[config.mk]
export PLATFORM = sky130hd
export DESIGN_NAME = divisor_seq
export DESIGN_NICKNAME = d
export VERILOG_FILES = /design/src/rtl/divisor_seq_pkg.sv /design/src/rtl/divisor_seq_subtrator_cmp.sv /design/src/rtl/divisor_seq.sv
export SDC_FILE = /design/constraint.sdc
export NUM_CORES = 1
export LEC_CHECK = 0
export CAP_MARGIN = 20
export CORE_ASPECT_RATIO = 0.75
export CORE_UTILIZATION = 30
export CTS_CLUSTER_DIAMETER = 80
export DETAILED_ROUTE_END_ITERATION = 12
export PLACE_DENSITY = 0.54
export SYNTH_ARGS = -nofsm -noshare
export SYNTH_HDL_FRONTEND = slang
export SYNTH_SLANG_ARGS = --single-unit
[constraint.sdc]
create_clock -name Clk -period 4 [get_ports Clk]
set_clock_uncertainty 0.2 [all_clocks]
set_input_delay 0.4 -clock Clk [delete_from_list [all_inputs] [get_ports Clk]]
set_output_delay 0.4 -clock Clk [all_outputs]
set_load 0.02 [all_outputs]
[src/rtl/divisor_seq_pkg.sv]
// Shared definitions for the sequential restoring divider: default width,
// FSM encodings and the iteration counter sizing.
package divisor_seq_pkg;

  localparam int N_DEF = 16;

  typedef enum logic [1:0] {
    IDLE  = 2'd0,
    CHECK = 2'd1,
    DIV   = 2'd2,
    DONE  = 2'd3
  } state_t;

  // One extra bit so the counter can hold N itself without wrapping.
  function automatic int cnt_width(input int n);
    return $clog2(n) + 1;
  endfunction

  localparam int CNT_W = cnt_width(N_DEF);

endpackage

[src/rtl/divisor_seq_subtrator_cmp.sv]
// Combinational (N+1)-bit compare-and-subtract used by the divider for both
// the overflow pre-check and every restoring step.
module subtrator_cmp
  import divisor_seq_pkg::*;
#(
  parameter int N = N_DEF
) (
  input  logic [N:0] A,
  input  logic [N:0] B,
  output logic [N:0] Dif,
  output logic       Ge
);

  logic borrow;

  // A single subtractor yields both the difference and, via its borrow, A >= B.
  assign {borrow, Dif} = {1'b0, A} - {1'b0, B};
  assign Ge = ~borrow;

endmodule

[src/rtl/divisor_seq.sv]
// Sequential restoring divider: 2N-bit dividend by N-bit divisor, producing an
// N-bit quotient and remainder with the St/Done/Idle handshake of multiplicador.
module divisor_seq
  import divisor_seq_pkg::*;
#(
  parameter int N = N_DEF
) (
  input  logic           Clk,
  input  logic           Rst_n,
  input  logic           St,
  input  logic [2*N-1:0] Dividendo,
  input  logic [N-1:0]   Divisor,
  output logic [N-1:0]   Quociente,
  output logic [N-1:0]   Resto,
  output logic           Ovf,
  output logic           Done,
  output logic           Idle
);

  localparam int CntW = cnt_width(N);
  localparam logic [CntW-1:0] LastCnt = CntW'(N - 1);

  state_t          state_q;
  logic [2*N:0]    acc_q;
  logic [2*N:0]    acc_d;
  logic [2*N:0]    shifted;
  logic [N-1:0]    divReg_q;
  logic [CntW-1:0] cnt_q;
  logic [N-1:0]    quo_q;
  logic [N-1:0]    res_q;
  logic            ovf_q;
  logic            done_q;
  logic            idle_q;
  logic [N:0]      cmpA;
  logic [N:0]      dif;
  logic            ge;

  // The comparator is shared: in CHECK it sees the raw upper half, in DIV the
  // shifted partial remainder including the bit just shifted out.
  always_comb begin
    shifted = acc_q << 1;
    cmpA    = (state_q == CHECK) ? {1'b0, acc_q[2*N-1:N]} : shifted[2*N:N];
    acc_d   = ge ? {dif, shifted[N-1:1], 1'b1} : shifted;
  end

  subtrator_cmp #(.N(N)) uCmp (
    .A   (cmpA),
    .B   ({1'b0, divReg_q}),
    .Dif (dif),
    .Ge  (ge)
  );

  always_ff @(posedge Clk or negedge Rst_n) begin
    if (!Rst_n) begin
      state_q  <= IDLE;
      acc_q    <= '0;
      divReg_q <= '0;
      cnt_q    <= '0;
      quo_q    <= '0;
      res_q    <= '0;
      ovf_q    <= 1'b0;
      done_q   <= 1'b0;
      idle_q   <= 1'b1;
    end else begin
      done_q <= 1'b0;
      case (state_q)
        IDLE: begin
          if (St) begin
            acc_q    <= {1'b0, Dividendo};
            divReg_q <= Divisor;
            cnt_q    <= '0;
            quo_q    <= '0;
            res_q    <= '0;
            ovf_q    <= 1'b0;
            idle_q   <= 1'b0;
            state_q  <= CHECK;
          end
        end
        CHECK: begin
          // Upper half >= divisor (or divisor zero) means the quotient cannot fit.
          if (ge) begin
            ovf_q   <= 1'b1;
            done_q  <= 1'b1;
            state_q <= DONE;
          end else begin
            state_q <= DIV;
          end
        end
        DIV: begin
          acc_q <= acc_d;
          cnt_q <= cnt_q + CntW'(1);
          if (cnt_q == LastCnt) begin
            quo_q   <= acc_d[N-1:0];
            res_q   <= acc_d[2*N-1:N];
            done_q  <= 1'b1;
            state_q <= DONE;
          end
        end
        DONE: begin
          idle_q  <= 1'b1;
          state_q <= IDLE;
        end
        default: begin
          idle_q  <= 1'b1;
          state_q <= IDLE;
        end
      endcase
    end
  end

  assign Quociente = quo_q;
  assign Resto     = res_q;
  assign Ovf       = ovf_q;
  assign Done      = done_q;
  assign Idle      = idle_q;

endmodule

==> results.md <==
Clock network:
- The longest clock path from root to sink contains 2 buffers.
- The number of hold-repair buffers added at the cts stage is 0.
- At the later pin of the worst-skew pair, clock insertion delay measures 0.35 ns.
- After clock tree synthesis, the setup repair step added 0 buffers.
- The tree is rooted in a clkbuf_16.
- The number of H-tree levels is 3.
- Counting every sink on the clock net gives 90.
- In this run, post-CTS repair resized a total of 0 instances.
- The clock tree from TritonCTS is built.
- The TritonCTS buffer count is 9.
- After clock tree synthesis, the clock-pin slew on the worst setup and hold paths is 0.06 ns.

Route:
- The total routed wirelength is 13.8 mm.
- For this block, the initial DRC count from the detailed router was 305.
- In this run the remaining antenna-violating nets after routing total 0.
- In the routed layout, each cell is associated on average with a via count of 4.96.
- The pre-antenna-repair detailed-routing pass consisted of 8 iterations.
- In the routed design, unresolved DRC markers number 6.
- Across all layers, the routed design uses 4187 vias.
- Dividing the detail-routed wire length by the instance count gives 16.4 um.

Floorplanning:
- The die covers 0.0174 sq mm.
- The placeable core region is 0.0163 sq mm.
- The horizontal die dimension is 152 um.
- The initial core utilization is 0.311.
- The boundary pin count is 86.
- The floorplan has 40 rows.
- The height of the die is 115 um.

Synth:
- The simple logic cell fraction of the synthesized area is 0.110.
- The cell count after synthesis came out at 548.
- In this run, synthesis inferred 0 flip-flops with an integrated enable.
- The combined area of all synthesized cells is 0.00506 sq mm.
- The most used flip-flop cell after synthesis is dfrtp_1.
- The register bit count reported by yosys is 90.
- The number of distinct library cells after synthesis is 49.
- Of the total synthesized cell area, the portion taken by XOR and XNOR cells is 0.0190.
- The area fraction in compound gates after synthesis is 0.220.
- The cell type with the largest total area after synthesis is dfrtp_1.
- Of the post-synthesis cell area, the dominant cell type holds 0.440.
- The Yosys warning count is 0.
- The post-synthesis async set-or-reset flop share is 1.00.
- Of the post-synthesis cell area, the part taken by muxes is 0.0936.
- The fraction of the yosys area taken by sequential cells is 0.445.
- After synthesis, the mean cell area works out to 9.24 sq um.
- The fraction of the mapped netlist area in adder cells is 0.0583.
- Counting every net in the synthesized netlist gives 622.
- The largest family of logic cells by synthesized area is compound AO/OA/AOI/OAI gates.
- Ranked by total cell area, the synthesized netlist is headed by dfrtp_1, mux2_2, o21ai_0, ha_1, nand2_1.

Final layout:
- The most common cell after layout, fill and taps aside is dfrtp_1.
- 0 antenna diodes ended up in the layout.
- Of the cells placed in the final design, the portion with a size suffix greater than 1 is 0.107.
- The library cells used most frequently in the layout, excluding fill and tap cells, are dfrtp_1, clkdlybuf4s50_1, nand2_1.
- The area growth from synthesis to layout is 26.9%.
- At the end of the flow, the number of nets in the layout was 703.
- Once layout is complete, the utilization of the core stands at 0.395.

Worst setup path:
- The category of cells accounting for the largest share of critical-path delay is compound AO/OA/AOI/OAI gates.
- The maximum fanout along the worst path is 15.
- In this run the number of cells on the critical path is 12.
- Tracing the worst setup path back leads to its startpoint at state_q[1].
- The required time of the worst setup path is 4.04 ns.
- The worst setup path is of the flip-flop to flip-flop kind.
- On the worst path, the slowest cell contributes a delay of 0.43 ns.
- Among the stages of the critical path, the cell type that occurs most often is ha_1.
- The library cell contributing the largest single delay on the critical path is dfrtp_1.
- The launching point of the worst reg2reg path is state_q[1].
- The signal on the critical path passes through inv_1 -> ha_1 -> buf_4 -> mux2_2 -> ha_1 -> nand4_1 -> o31ai_2 -> a21o_2 -> buf_12 -> mux2i_1 -> a22o_1 -> nor2_1.
- The signal arrival time at the worst endpoint is 3.70 ns.
- Counting both buffers and inverters, the worst setup path holds a total of 3.
- The path depth of the worst reg2reg path is 12.
- The endpoint class of the critical path is a flip-flop.
- The kind of start point of the critical path is a flip-flop.

Power and ir drop:
- The net load switching power is 3.13 mW.
- Of the total power, registers draw 0.237.
- Across the VDD grid, the largest voltage drop is 452 uV.
- For this design the static power due to leakage is 2.79 nW.
- The cell internal power dissipation is 3.62 mW.
- The share of total power dissipated in combinational logic is 0.645.
- The proportion of total power due to net switching is 0.464.
- For this design the ratio of total power to cell area is 1050 mW/mm^2.
- The clock group share of total power is 0.118.

STA:
- The minimum clock period after layout is 3.65 ns.
- Headroom to the max-slew limit came out at 0.406.
- Setup repair after global routing left no endpoint under its margin.
- The number of hold-slack violations in the final timing report is 48.
- Of the available clock period, the critical path in the final layout requires 0.914.
- Adding up every negative setup slack in the final design gives 0 ns.
- The slew at the pin with the worst max-slew slack is 0.891 ns.
- Timing would allow up to 274 MHz.
- The worst path meets setup with 0.345 ns of slack.
- The max-slew violation count is 0.
- The number of endpoints failing setup at the final stage is 0.
- The tightest hold path in the finished design has a slack of -0.0326 ns.

Placement:
- The placement-stage worst setup slack is 0.241 ns.
- The estimated wirelength of the detail-placed design is 9.78 mm.
- The count of input and output buffers is 85.
- The routability-driven placement congestion ratio is 0.870.

Global routing:
- The initial antenna violation count is 0.
- The number of global-route vias before repair was 4385.
- The first global-routing pass estimated 22.9 mm of wire.
- For this run the aggregate overflow at the end of global routing stands at 0.
- Entering global routing, the biggest net connects 69 pins.
- The global routing usage summed across all routing layers is 0.169.

Run:
- The total of max-cap violations is 0.

Outcome:
- The flow ran to the end, but the final reports show violations.
- The checks that failed: DRC, hold timing.

Min path:
- The type of the most critical hold path is input port to async pin.
## power groups by stage
stage	Combinational [mW]	Sequential, mW	Clock [mW]
4_1_cts	4.36	1.61	0.825
6_report	4.36	1.60	0.797
3_3_place_gp	4.23	1.61	0
2_1_floorplan	3.16	1.65	0
5_1_grt	4.87	1.67	0.859
3_5_place_dp	4.34	1.62	0
## path summary, 6_finish.rpt
| kind | endpoint | slack, ns |
|---|---|---|
| setup / recovery | acc_q[20] | 0.35 |
| hold / removal | divReg_q[4] | -0.03 |
| setup reg to reg | acc_q[20] | 0.35 |
| hold reg to reg | cnt_q[4] | 0.28 |
| max in group asynchronous | Idle | 2.69 |
| min in group Clk | cnt_q[4] | 0.28 |
## final cells by class
class / instances / area, sq um
Timing Repair Buffer: 98 / 958
Clock inverter: 3 / 17.5
Multi-Input combinational cell: 391 / 2540
Tap cell: 210 / 263
Inverter: 39 / 146
Fill cell: 1619 / 9840
Sequential cell: 90 / 2250
Clock buffer: 13 / 250
## cell families (layout without fill, tap and decap cells)
kind of cell	after synthesis	count (layout)
compound gates	181	181
xor+xnor	11	11
fa+ha+maj	23	23
buf+inv	67	153
flops	90	90
mux	43	43
simple gates	133	133
## metal layers
layer	GRT usage	part of all wire	vias to the layer above	wire length, um
li1	-	-	2097	-
met1	0.241	0.52	2002	7160
met2	0.252	0.42	76	5840
met3	0.0484	0.045	12	619
met4	0.0429	0.014	0	194
met5	0	0	-	0
## sequential cells by signal (all words and copies together), names as in the netlist
name	flops
acc_q	32
Quociente	16
Resto	16
divReg_q	16
cnt_q	5
state_q	2
Done	1
Idle	1
Ovf	1
## cells in the mapped netlist, drive strengths merged, types with 2 or more instances
master / count
dfrtp: 89
o21ai: 63
mux2i: 11
inv: 38
o31a: 3
o21a: 5
a21oi: 41
a22o: 2
clkbuf: 18
a21o: 3
o22ai: 34
o211ai: 3
o2bb2ai: 5
and2: 2
ha: 22
nand4: 2
a22oi: 3
xnor2: 7
nand2: 73
mux2: 32
o31ai: 8
a211o: 2
nor2: 35
nor2b: 5
nand3: 5
nand2b: 4
a21boi: 2
and3: 2
xor2: 4
buf: 10
a31oi: 3
nor3: 4
a211oi: 2
## through the flow
step | instance area, sq um | instances | hold slack [ns] | power (mW)
floorplan | 5060 | 548 | -0.0956 | 4.80
global placement | 6160 | 828 | 0.264 | 5.84
detailed placement | 6160 | 828 | 0.267 | 5.96
CTS | 6430 | 844 | 0.0136 | 6.79
global route | 6430 | 844 | 0.0382 | 7.40
finish | 6430 | 844 | -0.0326 | 6.76
(Power assumes the default switching activity.)
